File: config.mk
export PLATFORM = sky130hd
export DESIGN_NAME = rotor_stage_flat
export DESIGN_NICKNAME = d
export VERILOG_FILES = /design/src/rtl/enigma_pkg.sv /design/src/rtl/rotor_stage_if.sv /design/src/rtl/rotor_wiring.sv /design/src/rtl/rotor_stage.sv /design/src/flat_wrapper.sv
export SDC_FILE = /design/constraint.sdc
export NUM_CORES = 1
export LEC_CHECK = 0
export ABC_CLOCK_PERIOD_IN_PS = 20100
export BUFFER_PORTS_ARGS = -buffer_cell sky130_fd_sc_hd__clkbuf_2
export CORE_ASPECT_RATIO = 0.6
export CORE_MARGIN = 4
export CORE_UTILIZATION = 30
export CTS_BUF_LIST = sky130_fd_sc_hd__clkbuf_2
export DETAILED_ROUTE_END_ITERATION = 7
export GPL_ROUTABILITY_DRIVEN = 1
export SLEW_MARGIN = 30
export SYNTH_ARGS = -nofsm -noshare
export SYNTH_HDL_FRONTEND = slang
export SYNTH_SLANG_ARGS = --single-unit
File: constraint.sdc
create_clock -name clk -period 20.1 [get_ports clk]
set_input_delay 2.01 -clock clk [delete_from_list [all_inputs] [get_ports clk]]
set_output_delay 2.01 -clock clk [all_outputs]
set_load 0.01 [all_outputs]
File: src/rtl/enigma_pkg.sv
// Shared constants and rotor wiring tables for the Enigma rotor chain.
// Tables are 0-based: FWD[i] is the contact reached from contact i, INV is its inverse.
package enigma_pkg;

  localparam int N_SYM = 26;
  localparam int SYM_W = 5;
  localparam logic [SYM_W-1:0] SYM_NONE = 5'd0;

  localparam int NOTCH1 = 16;
  localparam int NOTCH2 = 4;
  localparam int NOTCH3 = 21;

  typedef enum logic {
    DIR_FWD = 1'b0,
    DIR_REV = 1'b1
  } dir_e;

  typedef logic [SYM_W-1:0] table_t [N_SYM];

  localparam table_t ROTOR1_FWD = '{
    5'd15, 5'd24, 5'd3,  5'd10, 5'd21, 5'd0,  5'd18, 5'd7,  5'd25, 5'd12, 5'd5,  5'd20, 5'd1,
    5'd8,  5'd22, 5'd17, 5'd2,  5'd11, 5'd19, 5'd6,  5'd13, 5'd4,  5'd23, 5'd9,  5'd14, 5'd16};
  localparam table_t ROTOR1_INV = '{
    5'd5,  5'd12, 5'd16, 5'd2,  5'd21, 5'd10, 5'd19, 5'd7,  5'd13, 5'd23, 5'd3,  5'd17, 5'd9,
    5'd20, 5'd24, 5'd0,  5'd25, 5'd15, 5'd6,  5'd18, 5'd11, 5'd4,  5'd14, 5'd22, 5'd1,  5'd8};

  localparam table_t ROTOR2_FWD = '{
    5'd0,  5'd9,  5'd3,  5'd10, 5'd18, 5'd8,  5'd17, 5'd20, 5'd23, 5'd1,  5'd11, 5'd7,  5'd22,
    5'd19, 5'd12, 5'd2,  5'd16, 5'd6,  5'd25, 5'd13, 5'd15, 5'd24, 5'd5,  5'd21, 5'd14, 5'd4};
  localparam table_t ROTOR2_INV = '{
    5'd0,  5'd9,  5'd15, 5'd2,  5'd25, 5'd22, 5'd17, 5'd11, 5'd5,  5'd1,  5'd3,  5'd10, 5'd14,
    5'd19, 5'd24, 5'd20, 5'd16, 5'd6,  5'd4,  5'd13, 5'd7,  5'd23, 5'd12, 5'd8,  5'd21, 5'd18};

  localparam table_t ROTOR3_FWD = '{
    5'd1,  5'd3,  5'd5,  5'd7,  5'd9,  5'd11, 5'd2,  5'd15, 5'd17, 5'd19, 5'd23, 5'd21, 5'd25,
    5'd13, 5'd24, 5'd4,  5'd8,  5'd22, 5'd6,  5'd0,  5'd10, 5'd12, 5'd20, 5'd18, 5'd16, 5'd14};
  localparam table_t ROTOR3_INV = '{
    5'd19, 5'd0,  5'd6,  5'd1,  5'd15, 5'd2,  5'd18, 5'd3,  5'd16, 5'd4,  5'd20, 5'd5,  5'd21,
    5'd13, 5'd25, 5'd7,  5'd24, 5'd8,  5'd23, 5'd9,  5'd22, 5'd11, 5'd17, 5'd10, 5'd14, 5'd12};

endpackage

File: src/rtl/rotor_stage_if.sv
// Control, translation and status bundle of one rotor stage.
interface rotor_stage_if #(
  parameter int SYM_W = enigma_pkg::SYM_W
);

  logic             load;
  logic [SYM_W-1:0] load_pos;
  logic             step;
  logic             in_valid;
  logic [SYM_W-1:0] in_sym;
  logic             dir;
  logic             out_valid;
  logic [SYM_W-1:0] out_sym;
  logic             out_err;
  logic [SYM_W-1:0] pos;
  logic             carry_out;

  modport master (
    output load, load_pos, step, in_valid, in_sym, dir,
    input  out_valid, out_sym, out_err, pos, carry_out
  );

  modport slave (
    input  load, load_pos, step, in_valid, in_sym, dir,
    output out_valid, out_sym, out_err, pos, carry_out
  );

endinterface

File: src/rtl/rotor_wiring.sv
// Combinational wiring ROM: contact index -> contact index for the selected rotor.
module rotor_wiring import enigma_pkg::*; #(
  parameter int ROTOR_ID = 1
) (
  input  logic             dir_i,
  input  logic [SYM_W-1:0] idx_i,
  output logic [SYM_W-1:0] t_o
);

  // Table lookup; indices beyond the alphabet read as contact 0
  always_comb begin
    t_o = SYM_NONE;
    if (idx_i < SYM_W'(N_SYM)) begin
      case (ROTOR_ID)
        32'd2:   t_o = (dir_e'(dir_i) == DIR_REV) ? ROTOR2_INV[idx_i] : ROTOR2_FWD[idx_i];
        32'd3:   t_o = (dir_e'(dir_i) == DIR_REV) ? ROTOR3_INV[idx_i] : ROTOR3_FWD[idx_i];
        default: t_o = (dir_e'(dir_i) == DIR_REV) ? ROTOR1_INV[idx_i] : ROTOR1_FWD[idx_i];
      endcase
    end else begin
      t_o = SYM_NONE;
    end
  end

endmodule

File: src/rtl/rotor_stage.sv
// One clocked Enigma rotor: position counter, turnover carry and a registered
// offset-corrected translation through the wiring ROM.
module rotor_stage #(
  parameter int N_SYM    = 26,
  parameter int SYM_W    = 5,
  parameter int ROTOR_ID = 1,
  parameter int NOTCH    = 16
) (
  input  logic         clk,
  input  logic         rst,
  rotor_stage_if.slave bus
);

  import enigma_pkg::*;

  localparam logic [SYM_W:0]   N_EXT     = (SYM_W+1)'(N_SYM);
  localparam logic [SYM_W-1:0] LAST_POS  = SYM_W'(N_SYM - 1);
  localparam logic [SYM_W-1:0] NOTCH_POS = SYM_W'(NOTCH);

  logic [SYM_W-1:0] pos_q, pos_d;
  logic             carry_q, carry_d;
  logic             out_valid_q, out_valid_d;
  logic [SYM_W-1:0] out_sym_q, out_sym_d;
  logic             out_err_q, out_err_d;

  logic [SYM_W:0]   idx_sum, idx_mod, back_sum, back_mod;
  logic [SYM_W-1:0] idx, t_val, rel_sym;
  logic             sym_bad;

  // Entry offset: rotate the input contact by the current position
  always_comb begin
    idx_sum = {1'b0, bus.in_sym} + {1'b0, pos_q} - (SYM_W+1)'(1);
    if (idx_sum >= N_EXT) begin
      idx_mod = idx_sum - N_EXT;
    end else begin
      idx_mod = idx_sum;
    end
    idx     = idx_mod[SYM_W-1:0];
    sym_bad = (bus.in_sym == SYM_NONE) || (bus.in_sym > SYM_W'(N_SYM));
  end

  rotor_wiring #(.ROTOR_ID(ROTOR_ID)) u_wiring (
    .dir_i (bus.dir),
    .idx_i (idx),
    .t_o   (t_val)
  );

  // Exit offset: undo the rotation, adding N first so the subtraction never goes negative
  always_comb begin
    back_sum = {1'b0, t_val} + N_EXT - {1'b0, pos_q};
    if (back_sum >= N_EXT) begin
      back_mod = back_sum - N_EXT;
    end else begin
      back_mod = back_sum;
    end
    rel_sym = back_mod[SYM_W-1:0] + SYM_W'(1);
  end

  // Next-state: load beats step; only a step off the notch raises carry
  always_comb begin
    pos_d       = pos_q;
    carry_d     = 1'b0;
    out_valid_d = bus.in_valid;
    out_sym_d   = out_sym_q;
    out_err_d   = out_err_q;
    if (bus.load) begin
      pos_d = (bus.load_pos >= SYM_W'(N_SYM)) ? SYM_W'(0) : bus.load_pos;
    end else if (bus.step) begin
      pos_d   = (pos_q == LAST_POS) ? SYM_W'(0) : pos_q + SYM_W'(1);
      carry_d = (pos_q == NOTCH_POS);
    end else begin
      pos_d = pos_q;
    end
    if (bus.in_valid) begin
      out_err_d = sym_bad;
      out_sym_d = sym_bad ? SYM_NONE : rel_sym;
    end else begin
      out_err_d = out_err_q;
      out_sym_d = out_sym_q;
    end
  end

  // State registers with synchronous reset
  always_ff @(posedge clk) begin
    if (rst) begin
      pos_q       <= SYM_W'(0);
      carry_q     <= 1'b0;
      out_valid_q <= 1'b0;
      out_sym_q   <= SYM_NONE;
      out_err_q   <= 1'b0;
    end else begin
      pos_q       <= pos_d;
      carry_q     <= carry_d;
      out_valid_q <= out_valid_d;
      out_sym_q   <= out_sym_d;
      out_err_q   <= out_err_d;
    end
  end

  assign bus.pos       = pos_q;
  assign bus.carry_out = carry_q;
  assign bus.out_valid = out_valid_q;
  assign bus.out_sym   = out_sym_q;
  assign bus.out_err   = out_err_q;

endmodule
File: src/flat_wrapper.sv
// flat-port wrapper written by rule: the top's interface ports become plain ports
module rotor_stage_flat import enigma_pkg::*;
#(
  parameter int N_SYM    = 26,
  parameter int SYM_W    = 5,
  parameter int ROTOR_ID = 1,
  parameter int NOTCH    = 16
)
  (clk, rst, bus_load, bus_load_pos, bus_step, bus_in_valid, bus_in_sym, bus_dir, bus_out_valid, bus_out_sym, bus_out_err, bus_pos, bus_carry_out);
  rotor_stage_if #(.SYM_W(SYM_W)) bus_i ();
  input  logic clk;
  input  logic rst;
  input wire logic [$bits(bus_i.load)-1:0] bus_load;
  input wire logic [$bits(bus_i.load_pos)-1:0] bus_load_pos;
  input wire logic [$bits(bus_i.step)-1:0] bus_step;
  input wire logic [$bits(bus_i.in_valid)-1:0] bus_in_valid;
  input wire logic [$bits(bus_i.in_sym)-1:0] bus_in_sym;
  input wire logic [$bits(bus_i.dir)-1:0] bus_dir;
  output wire logic [$bits(bus_i.out_valid)-1:0] bus_out_valid;
  output wire logic [$bits(bus_i.out_sym)-1:0] bus_out_sym;
  output wire logic [$bits(bus_i.out_err)-1:0] bus_out_err;
  output wire logic [$bits(bus_i.pos)-1:0] bus_pos;
  output wire logic [$bits(bus_i.carry_out)-1:0] bus_carry_out;
  assign bus_i.load = bus_load;
  assign bus_i.load_pos = bus_load_pos;
  assign bus_i.step = bus_step;
  assign bus_i.in_valid = bus_in_valid;
  assign bus_i.in_sym = bus_in_sym;
  assign bus_i.dir = bus_dir;
  assign bus_out_valid = bus_i.out_valid;
  assign bus_out_sym = bus_i.out_sym;
  assign bus_out_err = bus_i.out_err;
  assign bus_pos = bus_i.pos;
  assign bus_carry_out = bus_i.carry_out;
  rotor_stage #(.N_SYM(N_SYM), .SYM_W(SYM_W), .ROTOR_ID(ROTOR_ID), .NOTCH(NOTCH)) u_core (.clk(clk), .rst(rst), .bus(bus_i));
endmodule
==> results.tsv <==
stage	metric	value	unit
sta	final clock period utilization by the worst path	41.9	%
synth	area leader, netlist	ha_1	
sta	sum of negative setup slack	0	ps
global_route	vias in the first global route	2067	
synth	syn_nets	361	
sta	count of endpoints failing hold in the final timing report	0	
min_path	path category of the worst min-delay check	register to register	
synth	post-synthesis average cell area	7.32	sq um
sta	unrepaired setup endpoints after global routing	no	
finish	post-synthesis to final-layout area growth	10.3	%
worst_setup_path	data required time at the worst endpoint	20270	ps
power	power density normalized to cell area	177	mW/mm^2
run_status	run status	finished clean	
cts	clk sink count	13	
synth	compound-cell area share of the yosys netlist	35.1	%
sta	achievable frequency	119	MHz
routing	DRC violation total after the first TritonRoute iteration	307	
global_route	total congestion overflow after global routing	0	
worst_setup_path	kind of end point of the critical path	register	
finish	net total in the final layout	384	
synth	top_reg_cell synth	dfxtp_1	
finish	storage element area	260	sq um
worst_setup_path	destination of the worst register-to-register timing path	u_core.bus.out_sym[4]$_SDFFE_PP0P_	
worst_setup_path	register-to-register setup slack	12910	ps
worst_setup_path	Crit path largest cell delay	640	ps
cts	cells resized by post-CTS repair	0	
worst_setup_path	Critical Path Most Common Cell	ha_1	
synth	multiplexer fraction of the synthesized cell area	2.42	%
cts	Clk pin slew, worst setup/hold paths	130	ps
routing	Routed WL	6360	um
cts	clock buffer count from CTS	3	
synth	Netlist cell types	62	
worst_setup_path	arrival time reported for the critical path endpoint	8600	ps
power	Peak supply drop	86.4	uV
worst_setup_path	critical-path cell with the highest stage delay	xnor2_1	
global_route	overall track demand over capacity in global routing	13.5	%
sta	final setup violation count	0	
worst_setup_path	kind of launch point of the worst setup path	input port	
routing	antenna-violating nets left	0	
floorplanning	DIE AREA	0.00909	sq mm
finish	Diodes inserted	0	
sta	clock period minus final worst setup slack	8430	ps
cts	Post-CTS Hold Fix Bufs	0	
worst_setup_path	RR Startpoint	u_core.bus.pos[1]$_SDFFE_PP0P_	
synth	gate count after technology mapping	311	
synth	async set or reset register ratio after synthesis	0	%
global_route	number of antenna violations at the first check in global routing	0	
routing	final routed DRC violation total	0	
synth	leading cell types by total area after synthesis	ha_1 18%, dfxtp_1 11%, inv_1 6.3%	
floorplanning	Die Y	75.5	um
floorplanning	Die X-Extent	120	um
place	count of buffers inserted at the top-level ports	28	
cts	latest clock arrival within the worst-skew pair	280	ps
place	RePlAce Congestion	0.930	
synth	post-synthesis adder-cell area fraction	19.3	%
floorplanning	placement row count	24	
worst_setup_path	top fanout value on the critical path	8	
synth	dominant combinational cell family by area after synthesis	compound AO/OA/AOI/OAI gates	
cts	root buffer cell	clkbuf_2	
synth	synthesized-area fraction occupied by xor and xnor cells	4.18	%
global_route	largest net degree at the start of global routing	19	
place	pre-CTS setup slack	11450	ps
sta	max-slew violation count	0	
cts	CTS H-tree depth	1	
global_route	global-route wire length before repair	10100	um
routing	number of vias after detailed routing	2428	
sta	Min Hold Slack	489	ps
finish	fillcell total	819	
routing	routed vias/inst	5.56	
routing	average wire length per cell after detail routing	14.6	um
worst_setup_path	crit path to	u_core.bus.out_sym[4]$_SDFFE_PP0P_	
synth	Yosys top cell area share	17.6	%
synth	flip-flop and latch count after synthesis	13	
finish	layout cells sized above 1	13.8	%
worst_setup_path	origin of the worst setup path	bus_in_sym[1]	
sta	Max Clock Skew	9.64	ps
floorplanning	starting density of the core	31.1	%
synth	number of flops mapped to enable cells by yosys	0	
job	Max Cap Viol	0	
floorplanning	Boundary Pins	29	
sta	PnR worst setup slack	11680	ps
finish	multi-input logic area	0.00182	sq mm
synth	Synth Area in Simple Gates	18.8	%
sta	slew of the pin with the lowest slew margin	986	ps
place	total half-perimeter wirelength after legalization and detailed placement	5120	um
cts	Setup Buffers After CTS	0	
power	cell leakage power	1.08	nW
worst_setup_path	kind of critical path	input port to register	
sta	Slew headroom	34.3	%
floorplanning	core box area	0.00733	sq mm
synth	portion of the post-synthesis area used by sequential elements	11.4	%
cts	clock tree buffer depth	2	
cts	TritonCTS clock tree	done	
routing	first drt pass iteration count	6	
synth	Cell Area, Synth	0.00228	sq mm
worst_setup_path	depth of the worst register-to-register path	28	
synth	synthesis warning total	0	
where the power goes:
part           internal (W)  switching, W
Clock            0.00000528    0.00000897
Combinational      0.000162      0.000235
Sequential        0.0000301    0.00000290
Total              0.000198      0.000247
cells in the final DEF (no fill, tap or decap), types with 2 or more instances in the layout:
cell       netlist  layout
and2_1           2       2
nand4_1          2       2
o21ai_0         14      14
o21ai_2          2       2
o41ai_1          2       2
a21o_1           4       4
nor3_1          11      11
o211ai_1         6       6
clkbuf_2         0      32
o311ai_0         2       2
a31o_2           2       2
fa_1             2       2
or3_1            2       2
xnor2_1          8       8
o21a_1           2       2
nor2b_1          6       6
or2_2            3       3
dfxtp_1         13      13
o32ai_1          3       3
o31ai_1          3       3
nor4_1           3       3
and3_1           2       2
a21oi_1         27      27
inv_1           38      38
nand3_1          8       8
nand2_1         18      18
nor2_1          27      27
o2bb2ai_1        2       2
a221oi_1         5       5
a211oi_1         7       7
mux2i_1          3       3
nand2b_1         4       4
a31oi_1          9       9
ha_1            32      32
a41oi_1          2       2
cells in the mapped netlist, drive strengths merged, types with 4 or more instances:
| library cell | number |
|---|---|
| nand2 | 18 |
| a31oi | 9 |
| o211ai | 6 |
| xnor2 | 8 |
| nor2b | 6 |
| o21ai | 16 |
| inv | 38 |
| mux2i | 4 |
| o32ai | 4 |
| nor2 | 27 |
| nor3 | 11 |
| a221oi | 5 |
| dfxtp | 13 |
| nand3 | 8 |
| nand2b | 4 |
| or2 | 4 |
| a21o | 4 |
| buf | 4 |
| a21oi | 27 |
| clkbuf | 6 |
| a211oi | 8 |
| ha | 32 |
logic make-up after synthesis:
family,Yosys count
compound gates,111
simple gates,90
buf+inv,48
fa+ha+maj,34
flops,13
xor+xnor,10
mux,5
how the worst min path moves through the flow:
stage / start / end / slack [ps] / cells past startpoint
global placement: u_core.bus.out_sym[2]$_SDFFE_PP0P_ / u_core.bus.out_sym[2]$_SDFFE_PP0P_ / 460 / 2
global route: u_core.bus.out_err$_SDFFE_PP0P_ / u_core.bus.out_err$_SDFFE_PP0P_ / 540 / 2
finish: u_core.bus.out_err$_SDFFE_PP0P_ / u_core.bus.out_err$_SDFFE_PP0P_ / 490 / 2
CTS: u_core.bus.out_err$_SDFFE_PP0P_ / u_core.bus.out_err$_SDFFE_PP0P_ / 490 / 2
floorplan: u_core.bus.out_err$_SDFFE_PP0P_ / u_core.bus.out_err$_SDFFE_PP0P_ / 490 / 2
detailed placement: u_core.bus.out_err$_SDFFE_PP0P_ / u_core.bus.out_err$_SDFFE_PP0P_ / 470 / 2
worst max-delay path, delay by kind of cell:
family / cells / cell delay (ps)
adders and majority gates: 8 / 2450
xor gates and xnor gates: 4 / 1220
buffers and inverters: 5 / 420
and+or+nand+nor: 2 / 290
AOI/OAI and AO/OA: 10 / 2200
metrics by stage:
stage	instance area (sq um)	total power, W	std cells	utilization (%)
2_1_floorplan	2280	0.000352	311	-
3_3_place_gp	2490	0.000422	433	34.0
3_5_place_dp	2490	0.000423	433	34.0
4_1_cts	2510	0.000439	437	34.3
5_1_grt	2510	0.000497	437	34.3
6_report	2510	0.000445	437	34.3
sequential cells by signal (all words and copies together), names as in the netlist:
| name | count |
|---|---|
| u_core.bus.carry_out | 1 |
| u_core.bus.out_err | 1 |
| u_core.bus.pos | 5 |
| u_core.bus.out_valid | 1 |
| u_core.bus.out_sym | 5 |
routing by layer:
metal	share of wire [%]	GRT usage, %
met1	50	21.7
met2	39	19.1
met3	10	2.45
met4	0.25	1.01
met5	0	0
layout make-up:
class	instances	area share, %
sequential	13	10.4
tap	104	5.18
inverter	38	5.68
timing repair buffer	28	5.58
multi-input combinational	250	72.4
clock buffer	4	0.797
No activity file was read; power rests on OpenSTA's default activity.
